## src/rtl/serial_add_pkg.sv

```systemverilog
// Shared types and constants for the serial adder sequencer.
// State encoding is fixed at 3 bits so that illegal codes can be detected and recovered.
package serial_add_pkg;

  localparam int DEFAULT_WIDTH = 4;

  typedef enum logic [2:0] {
    IDLE  = 3'd0,
    LOAD  = 3'd1,
    SHIFT = 3'd2,
    CAPT  = 3'd3,
    DONE  = 3'd4
  } state_e;

endpackage

```

## src/rtl/serial_add_seq.sv

```systemverilog
// Sequencer and result-capture stage for the serial adder datapath.
// Loads an operand pair, shifts the adder WIDTH times, captures sum/carry and hands the result downstream.
module serial_add_seq
  import serial_add_pkg::*;
#(
  parameter int WIDTH = DEFAULT_WIDTH
) (
  input  logic             clk,
  input  logic             clear,
  input  logic             in_valid,
  output logic             in_ready,
  input  logic [WIDTH-1:0] in_a,
  input  logic [WIDTH-1:0] in_b,
  output logic [WIDTH-1:0] add_a,
  output logic [WIDTH-1:0] add_b,
  output logic             add_pipo,
  output logic             add_shift,
  output logic             add_clear_n,
  input  logic [WIDTH-1:0] add_sum,
  input  logic             add_cout,
  output logic             out_valid,
  input  logic             out_ready,
  output logic [WIDTH-1:0] out_sum,
  output logic             out_cout,
  output logic             busy
);

  localparam int CNT_W = $clog2(WIDTH);
  localparam logic [CNT_W-1:0] LAST_CNT = CNT_W'(WIDTH - 1);

  state_e           state_q, state_d;
  logic [CNT_W-1:0] cnt_q, cnt_d;
  logic [WIDTH-1:0] add_a_q, add_a_d;
  logic [WIDTH-1:0] add_b_q, add_b_d;
  logic [WIDTH-1:0] sum_q, sum_d;
  logic             cout_q, cout_d;

  assign add_a    = add_a_q;
  assign add_b    = add_b_q;
  assign out_sum  = sum_q;
  assign out_cout = cout_q;

  // State, counter, operand and result registers.
  always_ff @(posedge clk or posedge clear) begin
    if (clear) begin
      state_q <= IDLE;
      cnt_q   <= {CNT_W{1'b0}};
      add_a_q <= {WIDTH{1'b0}};
      add_b_q <= {WIDTH{1'b0}};
      sum_q   <= {WIDTH{1'b0}};
      cout_q  <= 1'b0;
    end else begin
      state_q <= state_d;
      cnt_q   <= cnt_d;
      add_a_q <= add_a_d;
      add_b_q <= add_b_d;
      sum_q   <= sum_d;
      cout_q  <= cout_d;
    end
  end

  // Next-state logic; adder controls depend on state only, never on handshake inputs.
  always_comb begin
    state_d     = state_q;
    cnt_d       = cnt_q;
    add_a_d     = add_a_q;
    add_b_d     = add_b_q;
    sum_d       = sum_q;
    cout_d      = cout_q;
    in_ready    = 1'b0;
    add_pipo    = 1'b0;
    add_shift   = 1'b0;
    add_clear_n = 1'b0;
    out_valid   = 1'b0;
    busy        = 1'b1;
    case (state_q)
      IDLE: begin
        in_ready = 1'b1;
        busy     = 1'b0;
        if (in_valid) begin
          add_a_d = in_a;
          add_b_d = in_b;
          state_d = LOAD;
        end else begin
          state_d = IDLE;
        end
      end
      LOAD: begin
        add_pipo = 1'b1;
        cnt_d    = {CNT_W{1'b0}};
        state_d  = SHIFT;
      end
      SHIFT: begin
        add_shift   = 1'b1;
        add_clear_n = 1'b1;
        cnt_d       = cnt_q + CNT_W'(1);
        // Carry-out of the top bit is only valid before the final shift edge.
        if (cnt_q == LAST_CNT) begin
          cout_d  = add_cout;
          state_d = CAPT;
        end else begin
          state_d = SHIFT;
        end
      end
      CAPT: begin
        sum_d   = add_sum;
        state_d = DONE;
      end
      DONE: begin
        out_valid = 1'b1;
        if (out_ready) begin
          state_d = IDLE;
        end else begin
          state_d = DONE;
        end
      end
      default: begin
        cnt_d   = {CNT_W{1'b0}};
        state_d = IDLE;
      end
    endcase
  end

endmodule

```

## config.mk

```make
export PLATFORM = sky130hd
export DESIGN_NAME = serial_add_seq
export DESIGN_NICKNAME = d
export VERILOG_FILES = /design/src/rtl/serial_add_pkg.sv /design/src/rtl/serial_add_seq.sv
export SDC_FILE = /design/constraint.sdc
export NUM_CORES = 1
export LEC_CHECK = 0
export CORE_MARGIN = 2
export CORE_UTILIZATION = 43
export CTS_CLUSTER_DIAMETER = 200
export DETAILED_ROUTE_END_ITERATION = 7
export PLACE_DENSITY = 0.83
export SLEW_MARGIN = 20
export SYNTH_ARGS = -nofsm -noshare
export SYNTH_HDL_FRONTEND = slang
export SYNTH_SLANG_ARGS = --single-unit
```

## constraint.sdc

```tcl
create_clock -name clk -period 4.1 [get_ports clk]
set_input_delay 0.615 -clock clk [delete_from_list [all_inputs] [get_ports clk]]
set_output_delay 0.615 -clock clk [all_outputs]
set_load 0.01 [all_outputs]
```

Yosys cells after proc, flatten, opt, wreduce, memory -nomap -nowiden
Cells that the tools add are included.

Logic and storage cells: 26. Bits in registers: 18. Output and inout port bits: 19.

Reductions and logical operators: 4. Add/sub/neg operators: 1. Equal/unequal tests: 5. Multiplexer cells: 10.

Operators with widths (number): one-hot mux 3 bit (5 select lines) (1); two-way mux 1 bit (7); equality test 3 x 2 -> 1 bit, second input constant (2); one-hot mux 2 bit (2 select lines) (1); AND reduction 2 bit (2); equality test 3 x 1 -> 1 bit, second input constant (1); equality test 3 bit, second input constant (1); logical NOT 3 bit (1); two-way mux 3 bit (1); OR reduction 3 bit (1); adder 2 x 1 -> 2 bit, second input constant (1); equality test 2 bit, second input constant (1).

Depth between registers and ports, before layout
Gate-level depths: netlist of run 1.

Depth in word-level cells: 3. Gate-level depth with buffers: 4. Mapped depth without buffers: 3.

Worst setup path after synthesis of run 1
OpenSTA, ideal clock, no wires.

Path type: reg-to-output. Start point: register state_q[0]. End point: output add_shift. Buffers on the path: 2. Data arrival time: 1.126 ns. Cell stages (with the launch flop): 5. Path slack: 2.359 ns. Path through: dfrtp_1 -> clkbuf_1 -> nand2b_1 -> nor2_1 -> buf_4.

Longest elaborated chain between the ends: 2.

Ends and longest elaborated chain: start, declared (line serial_add_seq.sv:31) `state_e state_q, state_d;`; start signal, assigned (line serial_add_seq.sv:53) `state_q <= state_d;`; equality test 3 x 2 -> 1 bit; two-way mux 1 bit; end, declared (line serial_add_seq.sv:17) `output logic add_shift,`.

Every way passes these cells.

Worst setup path after layout of run 1
Start point: register state_q[0]. End point: output add_shift.

Longest elaborated chain between the ends: 2.

Ends and longest elaborated chain: equality test 3 x 2 -> 1 bit (line serial_add_seq.sv:76) `case (state_q)`; two-way mux 1 bit (line serial_add_seq.sv:76).

Every way passes these cells.

==> results.md, run 1 <==
- Status: finished, final reports clean
- Setup_tns: 0 ps
- Critical Path RT: 3480 ps
- Reg-to-Reg Start: state_q[1]$_DFF_PP0_
- CTS clk-pin slew, worst paths: around 110 ps
- Total global-route track usage: ~18%
- Post-cts sizing count: 0
- Hold Crit Depth: 1
- Avg Inst Size Synth: 13.6 µm²
- Top delay family on crit path: buffers and inverters
- H-tree Lvls: 1
- Syn nets: 77
- Clock Sinks: 18
- DP HPWL: roughly 1300 µm
- RSZ-0062 raised after global routing: false
- CP bufs+invs: 1
- Synthesized netlist cell count: 59
- Setup CP Type: register to output port
- Clock latency on the worst-skew pair: ~300 ps
- Setup Buffers After CTS: 0
- Clock skew: 8.44 ps
- Final global-route overflow total: 0
- CP peak stage delay: approximately 560 ps
- Area delta synth->final: 47.6%
- Hold WS: ~520 ps
- Row Count: 15
- Total CTS buffers: 3
- Max Cap Violations: 0
- #FFs+latches synth: 18
- Cts hold-fix bufs: 0
- Final Max Slew Viols: 0
- Root buffer cell: clkbuf_4
- CORE AREA: roughly 0.0017 mm²
- Ant diodes: 0
- Worst path depth: 3
- CP Capture Type: output port
- Antenna Violating Nets Remaining: 0
- Peak VDD IR: slightly below 500 µV
- DRC violations left: 0
- Synth Warn #: 0
- Part of the Yosys area used for sequential elements: approximately 56%
- Max Clk Rate: 418 MHz
- First DRT Iteration DRCs: 8
- Port Buffers: 35
- HP Class: register to register
- Drt pass-1 iters: 4
- Crit path cell chain: nand2b_1, nor2_1, clkdlybuf4s50_1
- Final setup violation count: 0
- Origin of the worst setup path: state_q[0]$_DFF_PP0_
- Min-delay src: add_b[0]$_DFFE_PP0P_
- Wirelength per Cell: approximately 14 µm
- Leakage: 0.000516 µW
- Worst-path fanout max: 13
- Antenna violations before repair: 0
- Reg2reg path depth: 2
- PwrDens: 752 mW/mm²
- Hold Vio Cnt, Final: 0
- Final wirelength: ~1600 µm
- Non-filler instance count after layout: between 100 and 150
- Vias post-DR: 605
- Fin crit share: 58.3%
- First-pass GRT wire length: between 2000 and 3000 µm
- Clock buffer depth: 2
- Share of layout cells above drive strength 1: 18.3%
- Initial Util: around 46%
- Horiz. Die Dim: approximately 47 µm
- Die height: 47.3 µm
- Crit path time final: about 2400 ps
- Die Area: around 0.0022 mm²
- Netlist Area Pre-Place: ~800 µm²
- Vias in the first global route: between 600 and 700
- Placed Cells: between 100 and 150
- Largest net degree at the start of global routing: 19
- Least-Margin Pin Slew: 673 ps
- Routability cong.: 0.692
- CP Launch Type: register
- Nets: between 100 and 150
- Worst slew margin: ~55%
- TritonCTS clock tree: built
- Synth cell types: 21
- DP Area: 0.00116 mm²
- CP max stage cell: clkdlybuf4s50_1
- IO Pins: 36
- CP Data Arrival Time: about 1800 ps
- Post-route cell area: around 0.0012 mm²
- Via-to-Cell Ratio: roughly 5.1
## final timing paths
check                                       end  slack (ps)
max                                   add_shift        1710
min                        add_b[0]$_DFFE_PP0P_         520
max reg2reg                add_b[3]$_DFFE_PP0P_        2450
min reg2reg                add_b[0]$_DFFE_PP0P_         520
max in group asynchronous  add_a[3]$_DFFE_PP0P_        2950
min in group asynchronous  add_a[2]$_DFFE_PP0P_         710
## report_power, final
part,total [µW],internal [µW],switching (µW)
Combinational,452,294,158
Clock,90.0,34.3,55.8
Sequential,351,263,87.6
## final cells by class
class | instances | area [µm²]
Inverter | 2 | 7.51
Tap cell | 25 | 31.3
Sequential cell | 18 | 450
Timing Repair Buffer | 35 | 350
Clock buffer | 3 | 22.5
Multi-Input combinational cell | 35 | 325
Fill cell | 143 | 558
## placed cells by master (no fill, tap or decap), drive strengths merged
master         count
clkdlybuf4s50     35
dfrtp             18
mux2              13
nor2               3
clkbuf             3
and4b              2
a211o              2
nor4bb             2
nand2b             2
nor3               2
inv                2
nor4b              2
nand3b             1
and2               1
or4b               1
nand2              1
mux2i              1
a21oi              1
ha                 1
## state kept, by name, summed over array words and instances, names as in the netlist
register / flops
cnt_q: 2
out_sum: 4
state_q: 3
out_cout: 1
add_b: 4
add_a: 4
## worst reg2reg max path, delay by kind of cell (launching register included)
| kind | cells | cell delay, ps |
|---|---|---|
| and+or+nand+nor | 1 | 600 |
| DFF | 1 | 540 |
| muxes | 1 | 400 |
## cell families (layout without fill, tap and decap cells)
family	after synthesis	in the layout	synth area share (%)
DFF	18	18	56.0
and+or+nand+nor	17	17	16.6
muxes	14	14	19.4
buffers and inverters	6	40	3.58
AOI/OAI and AO/OA	3	3	2.80
adders and majority gates	1	1	1.55
## Yosys cell counts
master	count	area (µm²)
nor2_1	3	11.3
and4b_1	2	20.0
nor4b_1	1	8.76
nand2_1	1	3.75
a21oi_1	1	5.00
clkbuf_1	1	3.75
nor4b_4	1	23.8
mux2i_1	1	10.0
nand3b_1	1	7.51
buf_2	2	10.0
nor4bb_1	2	20.0
nand2b_1	2	12.5
a211o_1	2	17.5
buf_4	1	7.51
nor3_1	2	10.0
or4b_1	1	10.0
ha_1	1	12.5
inv_1	2	7.51
mux2_2	13	146
and2_1	1	6.26
dfrtp_1	18	450
## stage by stage
| stage | setup slack [ps] | power, µW | utilization, % |
|---|---|---|---|
| 2_1_floorplan | 2360 | 575 | - |
| 3_3_place_gp | 2020 | 794 | 66.7 |
| 3_5_place_dp | 1970 | 811 | 66.7 |
| 4_1_cts | 1690 | 904 | 68.0 |
| 5_1_grt | 1610 | 952 | 68.0 |
| 6_report | 1710 | 893 | 68.0 |
## per-layer routing
layer	global-route usage [%]	part of all wire, %
met2	30.8	53
met4	5.00	1.0
met1	19.4	39
met3	8.08	6.6
met5	0	0
No activity file was read; power rests on OpenSTA's default activity.
==> run 2: changes to the inputs <==
Settings changed: CORE_UTILIZATION 43 to 36, PLACE_DENSITY 0.83 to 0.74.
Clock period 4.1 ns to 2.16 ns, I/O delays scaled along.
==> results.md, run 2 (synthesis gave the netlist of run 1 again) <==
- Port Buffers: 35 (unchanged)
- Leakage: 0.000519 µW (was 0.000516 µW)
- CTS clk-pin slew, worst paths: 90 ps (was 110 ps)
- Post-route cell area: 0.00120 mm² (was 0.00119 mm²)
- Clock buffer depth: 2 (unchanged)
- IO Pins: 36 (unchanged)
- Met1 WL: 618 µm (was 641 µm)
- Cts hold-fix bufs: 0 (unchanged)
- CORE AREA: 0.00217 mm² (was 0.00175 mm²)
- Share of layout cells above drive strength 1: 20.2% (was 18.3%)
- Max Cap Violations: 0 (unchanged)
- Reg-to-Reg End: add_a[1]$_DFFE_PP0P_ (was add_b[3]$_DFFE_PP0P_)
- TritonCTS clock tree: built (unchanged)
- DP HPWL: 1190 µm (was 1260 µm)
- Root buffer cell: clkbuf_4 (unchanged)
- Reg-to-Reg Start: state_q[1]$_DFF_PP0_ (unchanged)
- Die height: 51.3 µm (was 47.3 µm)
- First-pass GRT wire length: 2730 µm (was 2690 µm)
- H-tree Lvls: 1 (unchanged)
- Total CTS buffers: 3 (unchanged)
- Peak VDD IR: 820 µV (was 484 µV)
- DRC violations left: 0 (unchanged)
- Final global-route overflow total: 0 (unchanged)
- HP Class: input port to async pin (was register to register)
- Initial Util: 37.1% (was 46.1%)
- DP Area: 0.00118 mm² (was 0.00116 mm²)
- Fin crit share: slightly above 90%
- First DRT Iteration DRCs: 3 (was 8)
- Setup Buffers After CTS: 0 (unchanged)
- Area delta synth->final: 49.1% (was 47.6%)
- PwrDens: 1400 mW/mm² (was 752 mW/mm²)
- Post-cts sizing count: 0 (unchanged)
- Final setup violation count: 0 (unchanged)
- DP Worst Slack: 343 ps (was 1970 ps)
- Critical Path RT: 1840 ps (was 3480 ps)
- Horiz. Die Dim: 51.3 µm (was 47.3 µm)
- Vias post-DR: 606 (was 605)
- Hold Vio Cnt, Final: 0 (unchanged)
- Most frequent cells in the layout: 35 x clkdlybuf4s50_1, 17 x dfrtp_1, 13 x mux2_2 (was 35 x clkdlybuf4s50_1, 18 x dfrtp_1, 13 x mux2_2)
- Die Area: 0.00263 mm² (was 0.00223 mm²)
- Clock latency on the worst-skew pair: 290 ps (was 300 ps)
- Final wirelength: 1550 µm (was 1640 µm)
- Antenna Violating Nets Remaining: 0 (unchanged)
- Worst-path fanout max: 13 (unchanged)
- Status: finished, final reports clean (unchanged)
- Drt pass-1 iters: 3 (was 4)
- Met2 wire length: 807 µm (was 874 µm)
- Total global-route track usage: 13.9% (was 17.8%)
- Routability cong.: 0.681 (was 0.692)
- Final Max Slew Viols: 0 (unchanged)
- Setup CP Type: register to output port (unchanged)
- Vias in the first global route: 672 (was 636)
- CP Launch Type: register (unchanged)
- Final worst slack: 146 ps (was 1710 ps)
- Crit path time final: 2010 ps
- Highest metal used: met4 (unchanged)
- Worst slew margin: 55.1% (about the same)
- Antenna violations before repair: 0 (unchanged)
- Clock skew: 3.13 ps (was 8.44 ps)
- Least-Margin Pin Slew: 673 ps (about the same)
- Ant diodes: 0 (unchanged)
- Commonest non-fill, non-tap cell in the layout: clkdlybuf4s50_1 (unchanged)
- Metal3 WL: 97 µm (was 108 µm)
- Layout fillers: 198 (was 143)
- Setup_tns: 0 ps (unchanged)
- Wirelength per Cell: 12.7 µm (was 13.9 µm)
- Area of the multi-input gates: 325 µm² (unchanged)
- RSZ-0062 raised after global routing: false (unchanged)
- Max Clk Rate: around 500 MHz
- Row Count: 17 (was 15)
- CP Data Arrival Time: 1690 ps (was 1780 ps)
- Reg2reg path depth: 3 (was 2)
- Via-to-Cell Ratio: 4.97 (was 5.13)
- CP Capture Type: output port (unchanged)
- Largest net degree at the start of global routing: 19 (unchanged)
- Clock Sinks: 18 (unchanged)
- Nets: 114 (was 113)
- Reg2Reg Setup Slack: 490 ps (was 2450 ps)
- Reg area: 452 µm² (was 450 µm²)
==> run 2: cell type report <==
class,count,share of cell area (%)
repair buffers,36,29.8
well taps,28,2.92
clock buffers,3,1.88
multi-input cells,35,27.1
flip-flops and latches,18,37.6
inverters,2,0.626
==> run 2: stage by stage <==
step	utilization (%)	cells	total power (µW)	hold slack, ps
after floorplan	-	59	1090	263
after global placement	54.2	119	1530	491
after detailed placement	54.2	119	1540	495
after CTS	55.2	122	1710	431
after global routing	55.3	122	1810	492
final	55.3	122	1690	421
==> run 2: worst max path at each step <==
stage	start	endpoint	slack [ps]
floorplan	state_q[0]$_DFF_PP0_	add_shift	710
global placement	in_valid	add_b[1]$_DFFE_PP0P_	370
detailed placement	in_valid	add_b[1]$_DFFE_PP0P_	340
CTS	state_q[0]$_DFF_PP0_	out_valid	40
global route	state_q[2]$_DFF_PP0_	in_ready	10
finish	state_q[0]$_DFF_PP0_	out_valid	150
==> run 2: routing by layer <==
layer,global-route usage [%],vias to the layer above
li1,-,282
met2,23.8,17
met1,16.1,303
met5,0,-
met4,6.58,0
met3,3.80,4
==> run 2: worst max-delay path, cell delays in order, from the launching register on <==
cell	delay, ps
dfrtp_2	510
nor2_1	210
and2_1	160
clkdlybuf4s50_1	530
==> run 2: report_power, final <==
| part | internal [µW] | switching (µW) |
|---|---|---|
| logic | 566 | 309 |
| clock network | 64.9 | 95.5 |
| registers | 502 | 149 |
